### config.mk
export PLATFORM = sky130hd
export DESIGN_NAME = subtract
export DESIGN_NICKNAME = d
export VERILOG_FILES = /design/src/rtl/subtract.sv
export SDC_FILE = /design/constraint.sdc
export NUM_CORES = 1
export LEC_CHECK = 0
export ABC_AREA = 1
export CORE_UTILIZATION = 36
export CTS_BUF_LIST = sky130_fd_sc_hd__clkbuf_4 sky130_fd_sc_hd__clkbuf_8 sky130_fd_sc_hd__clkbuf_16
export CTS_CLUSTER_SIZE = 30
export DETAILED_ROUTE_END_ITERATION = 8
export GPL_TIMING_DRIVEN = 1
export HOLD_SLACK_MARGIN = 0.12
export PLACE_DENSITY = 0.73
export SYNTH_ARGS = -nofsm -noshare
export SYNTH_HDL_FRONTEND = slang
export SYNTH_SLANG_ARGS = --single-unit
### constraint.sdc
create_clock -name clk -period 0.8 [get_ports clk]
set_clock_uncertainty 0.05 [all_clocks]
set_input_delay 0.16 -clock clk [delete_from_list [all_inputs] [get_ports clk]]
set_output_delay 0.16 -clock clk [all_outputs]
set_load 0.05 [all_outputs]
### src/rtl/subtract.sv
// Registered unsigned subtractor: c = |a - b|, sign = (a < b); 1-cycle latency.
// No backpressure: operands are sampled on every rising clk edge.
module subtract #(
  parameter int WIDTH = 8
) (
  input  logic             clk,
  input  logic             reset,
  input  logic [WIDTH-1:0] a,
  input  logic [WIDTH-1:0] b,
  output logic [WIDTH-1:0] c,
  output logic             sign
);

  logic [WIDTH:0]   brw;
  logic [WIDTH-1:0] diff;
  logic [WIDTH-1:0] inv;
  logic [WIDTH-1:0] inc_c;
  logic [WIDTH-1:0] neg;
  logic [WIDTH-1:0] mag;
  logic             borrow;

  assign brw[0]   = 1'b0;
  assign inc_c[0] = 1'b1;

  genvar i;
  generate
    for (i = 0; i < WIDTH; i++) begin : g_bit
      // Full subtractor cell: diff and borrow-out ripple toward the MSB.
      assign diff[i]  = a[i] ^ b[i] ^ brw[i];
      assign brw[i+1] = (~a[i] & b[i]) | (~(a[i] ^ b[i]) & brw[i]);

      // Two's-complement negation: increment of the inverted difference.
      assign inv[i] = ~diff[i];
      assign neg[i] = inv[i] ^ inc_c[i];
      if (i < WIDTH - 1) begin : g_inc
        assign inc_c[i+1] = inv[i] & inc_c[i];
      end
    end
  endgenerate

  assign borrow = brw[WIDTH];
  assign mag    = borrow ? neg : diff;

  always_ff @(posedge clk or negedge reset) begin
    if (!reset) begin
      c    <= '0;
      sign <= 1'b0;
    end else begin
      c    <= mag;
      sign <= borrow;
    end
  end

endmodule

# == Word level (Yosys, flattened, before mapping) ==
# Index checks and enable logic that the tools add are counted.
# classes
mux,1
bitwise_logic,73
# ops
cell,count
NOT 1 bit,23
XOR 1 bit,22
bitwise AND 1 bit,21
2-to-1 mux 8 bit,1
bitwise OR 1 bit,7
# totals
regBits,9
out_inout_bits,9
in_bits,18

# == Depth between registers and ports, before layout ==
# depth
word_depth,18
depth_mapped,16
ltp_nobuf,16

# == Worst setup path after synthesis ==
# No wires, ideal clock.
# synth_timing
path_kind,input -> register
from,input port a[0]
to,register c[7]
path_buffers,0
setup_time_ps,117
stages,14
path_slack_ps,-2251
arrival_ps,2884
path_cell_list,inv_1 -> ha_1 -> inv_1 -> fa_1 -> fa_1 -> inv_1 -> fa_1 -> fa_1 -> fa_1 -> fa_1 -> inv_1 -> fa_1 -> nor2_1 -> nor2_1
# synth_between
elab_chain_len,18
elab_cells_between_ends,40
classes_between,mux: 1; bitwise: 39
# synth_lines
item,line_no,text
"start, declared",8,"input logic [WIDTH-1:0] a,"
NOT 1 bit,30,assign brw[i+1] = (~a[i] & b[i]) | (~(a[i] ^ b[i]) & brw[i]);
bitwise AND 1 bit (2 in a row),30,
bitwise OR 1 bit,30,
bitwise AND 1 bit,30,
bitwise OR 1 bit,30,
bitwise AND 1 bit,30,
bitwise OR 1 bit,30,
bitwise AND 1 bit,30,
(+2 left out),n/a,
bitwise OR 1 bit,30,
bitwise AND 1 bit,30,
bitwise OR 1 bit,30,
XOR 1 bit,29,assign diff[i] = a[i] ^ b[i] ^ brw[i];
NOT 1 bit,33,assign inv[i] = ~diff[i];
XOR 1 bit,34,assign neg[i] = inv[i] ^ inc_c[i];
2-to-1 mux 8 bit *,42,assign mag = borrow ? neg : diff;
net mag[7],19,logic [WIDTH-1:0] mag;
"end signal, assigned",49,c <= mag;
"end, declared",10,"output logic [WIDTH-1:0] c,"
# The timed path passes the listed nets; every way through them passes the cells marked *.

# == Final worst setup path ==
# Same ends and word-level chain as after synthesis.

==> results <==
-- power groups by stage --
stage          sequential [mW]  clock, mW  combinational (mW)
2_1_floorplan            0.939          0               0.363
3_3_place_gp             0.639          0                1.33
3_5_place_dp             0.643          0                1.36
4_1_cts                  0.634      0.375                1.39
5_1_grt                  0.643      0.409                1.48
6_report                 0.632      0.363                1.38
-- what timing repair did --
action | 4_1_cts | 5_1_grt
hold endpoints to repair | 1 | 1
cloned | 1 | 0
resized for setup | 18 | 3
endpoints found under the setup margin | 18 | 17
pin swaps | 13 | 10
-- tightest hold or removal path, cell delays in order --
cell and delay (ns):
buf_6 0.07, ha_4 0.12, inv_1 0.03
-- kinds of logic after synthesis --
logic type / count (synthesis) / share of synthesized area (%)
AOI/OAI and AO/OA: 6 / 7.30
adders and majority gates: 14 / 36.9
buffers and inverters: 18 / 12.2
DFF: 9 / 36.5
and+or+nand+nor: 11 / 7.10
-- final cells by class --
cell class | instances | area, µm²
Fill cell | 106 | 399
Timing Repair Buffer | 33 | 422
Tap cell | 16 | 20.0
Sequential cell | 9 | 225
Inverter | 17 | 81.3
Multi-Input combinational cell | 31 | 375
Timing Repair inverter | 1 | 6.26
Clock buffer | 4 | 30.0
-- sequential cells by signal (all words and copies together), names as in the netlist --
name	cells
c	8
sign	1
-- layout by cell type, fill, tap and decap left out, drive strengths merged, types with 4 or more instances in the layout --
| master | instances |
|---|---|
| nand2 | 7 |
| buf | 18 |
| dfrtp | 9 |
| clkdlybuf4s50 | 12 |
| ha | 7 |
| o21ai | 6 |
| nor2 | 4 |
| fa | 7 |
| clkbuf | 4 |
| inv | 18 |
-- through the flow --
stage | cells | setup slack (ns)
4_1_cts | 111 | -2.14
2_1_floorplan | 58 | -2.09
3_3_place_gp | 106 | -2.81
6_report | 111 | -2.02
3_5_place_dp | 106 | -2.84
5_1_grt | 111 | -2.13
-- metal layers --
metal  global-route usage, %  up-vias
li1                        -      251
met1                    18.4      220
met2                    21.5       18
met3                    1.25        2
met4                    7.50        0
met5                       0        -
-- how the worst max path moves through the flow --
stage | end | startpoint | cells after the start | slack, ns
2_1_floorplan | c[7] | a[0] | 14 | -2.09
3_5_place_dp | c[7] | a[0] | 15 | -2.84
4_1_cts | c[7] | a[0] | 15 | -2.14
6_report | c[7] | a[0] | 16 | -2.02
5_1_grt | c[7] | a[0] | 16 | -2.13
3_3_place_gp | c[7] | a[0] | 15 | -2.81
==> impl_metrics.py <==
metrics = {
    "run_status": {
        "status": "finished with violations",
        "violations": "design-rule violations, negative setup slack",
    },
    "synth": {
        "synth.avg_cell_area_um2": 10.6,
        "yosys.area.top_type": "dfrtp_1",
        "ys_seq_area_share_pct": 36.5,
        "synthTopCellsByCount": "16 x inv_1, 9 x dfrtp_1, 7 x fa_1, 7 x ha_1, 6 x nand2_1",
        "ys.flop_type": "dfrtp_1",
        "yosysMostFrequentCell": "inv_1",
        "ys_ff_latch": 9,
        "syn_nets": 90,
        "synth_edf_count": 0,
        "synth-async-reset-ratio_pct": 100,
        "syn-cell-area_um2": 617,
        "postSynthCellCount": 58,
        "yosys-top-cells-area": "dfrtp_1 37%, fa_1 23%, ha_1 14%, inv_1 9.7%, o21ai_2 5.7%",
        "synth_cell_types": 12,
        "synth_top_area_share_pct": 36.5,
        "yosys_warnings": 0,
    },
    "floorplanning": {
        "io_pins": 27,
        "num_rows": 14,
        "coreArea_um2": 1560,
        "die_y_um": 43.4,
        "initial_utilization_pct": 39.6,
        "dieArea_um2": 1880,
        "die_w_um": 43.4,
    },
    "route": {
        "wire_per_inst_um": 8.90,
        "drt-initial-drc-count": 7,
        "finalWirelength_um": 988,
        "drc": 6,
        "top_layer": "met4",
        "vias_per_cell": 4.42,
        "drtAntennaViolNets": 0,
        "wl_met2_um": 543,
        "wl_met1_um": 393,
        "wl_met3_um": 35,
        "num_vias": 491,
        "drt-pass1-iter-count": 5,
    },
    "layout": {
        "drive_gt1_share_pct": 51.6,
        "fin_util_pct": 74.4,
        "final_area_um2": 1160,
        "fin_nets": 128,
        "diodes": 0,
        "area_growth_syn_to_layout_pct": 88.0,
    },
    "job": {
        "drv_cap": 0,
    },
    "clock_network": {
        "htreeDepth": 1,
        "clkTransAtPathRegs_ns": 0.06,
        "cts_setup_buffers": 0,
        "numCtsBuffers": 3,
        "cts-root-buf": "clkbuf_4",
        "cts_tree": "built",
        "cts_buffer_depth": 2,
        "cts_num_sinks": 9,
    },
    "power_and_ir_drop": {
        "pwr-share-clk_pct": 15.3,
        "seq_power_share_pct": 26.6,
        "power.leakage_nw": 0.562,
        "ir_drop_mv": 0.931,
        "power_density_nw_per_um2": 2050,
        "combPwrFrac_pct": 58.1,
        "switching_share_pct": 37.2,
        "internal_power_mw": 1.49,
        "p_switching_mw": 0.884,
        "power_mw": 2.38,
    },
    "global_routing": {
        "grt_overflow": 0,
        "grt_max_degree": 10,
        "grtUsageTotal_pct": 13.6,
        "antenna_found_initial": 0,
        "first_global_vias": 467,
        "grt_pass1_wl_um": 1910,
    },
    "sta": {
        "rsz0062_at_grt": "true",
        "hold_viol": 0,
        "finalWorstSetupSlack_ns": -2.02,
        "fin_crit_sh_pct": 353,
        "tightest_slew_ns": 0.163,
        "slew_headroom_pct": 89.1,
        "whs_ns": 0.121,
        "fmax_mhz": 354,
        "setup_viol": 17,
        "drv_slew": 0,
        "period_needed_ns": 2.82,
        "finalSetupTns_ns": -17.24,
    },
    "placed_design": {
        "dp_hpwl_um": 890,
        "gp_congestion": 0.690,
        "port_buffers": 26,
        "placed_area_um2": 1110,
    },
    "worst_setup_path": {
        "crit_family": "adder cells",
        "crit_path_end_kind": "flop",
        "cp_common_cell": "fa_2",
        "startpoint_type": "input pin",
        "worstPathMaxFanout": 2,
        "required_ns": 0.93,
        "critical_path_buf_inv_count": 6,
        "slowest_stage": "fa_2",
        "cp_cell_sequence": "buf_8 -> inv_12 -> ha_4 -> inv_2 -> fa_2 -> fa_2 -> inv_2 -> fa_2 -> fa_2 -> fa_2 -> fa_2 -> inv_2 -> fa_2 -> inv_1 -> nor2_1 -> nor2_1",
        "worstSetupPathType": "in -> reg",
        "arrival_ns": 2.96,
        "max_stage_delay_ns": 0.44,
    },
    "hold_path": {
        "holdPathEnd": "c[0]",
        "hold_class": "in -> reg",
        "holdPathStages": 3,
        "min_from": "b[0]",
    },
}
(Power assumes the default switching activity.)
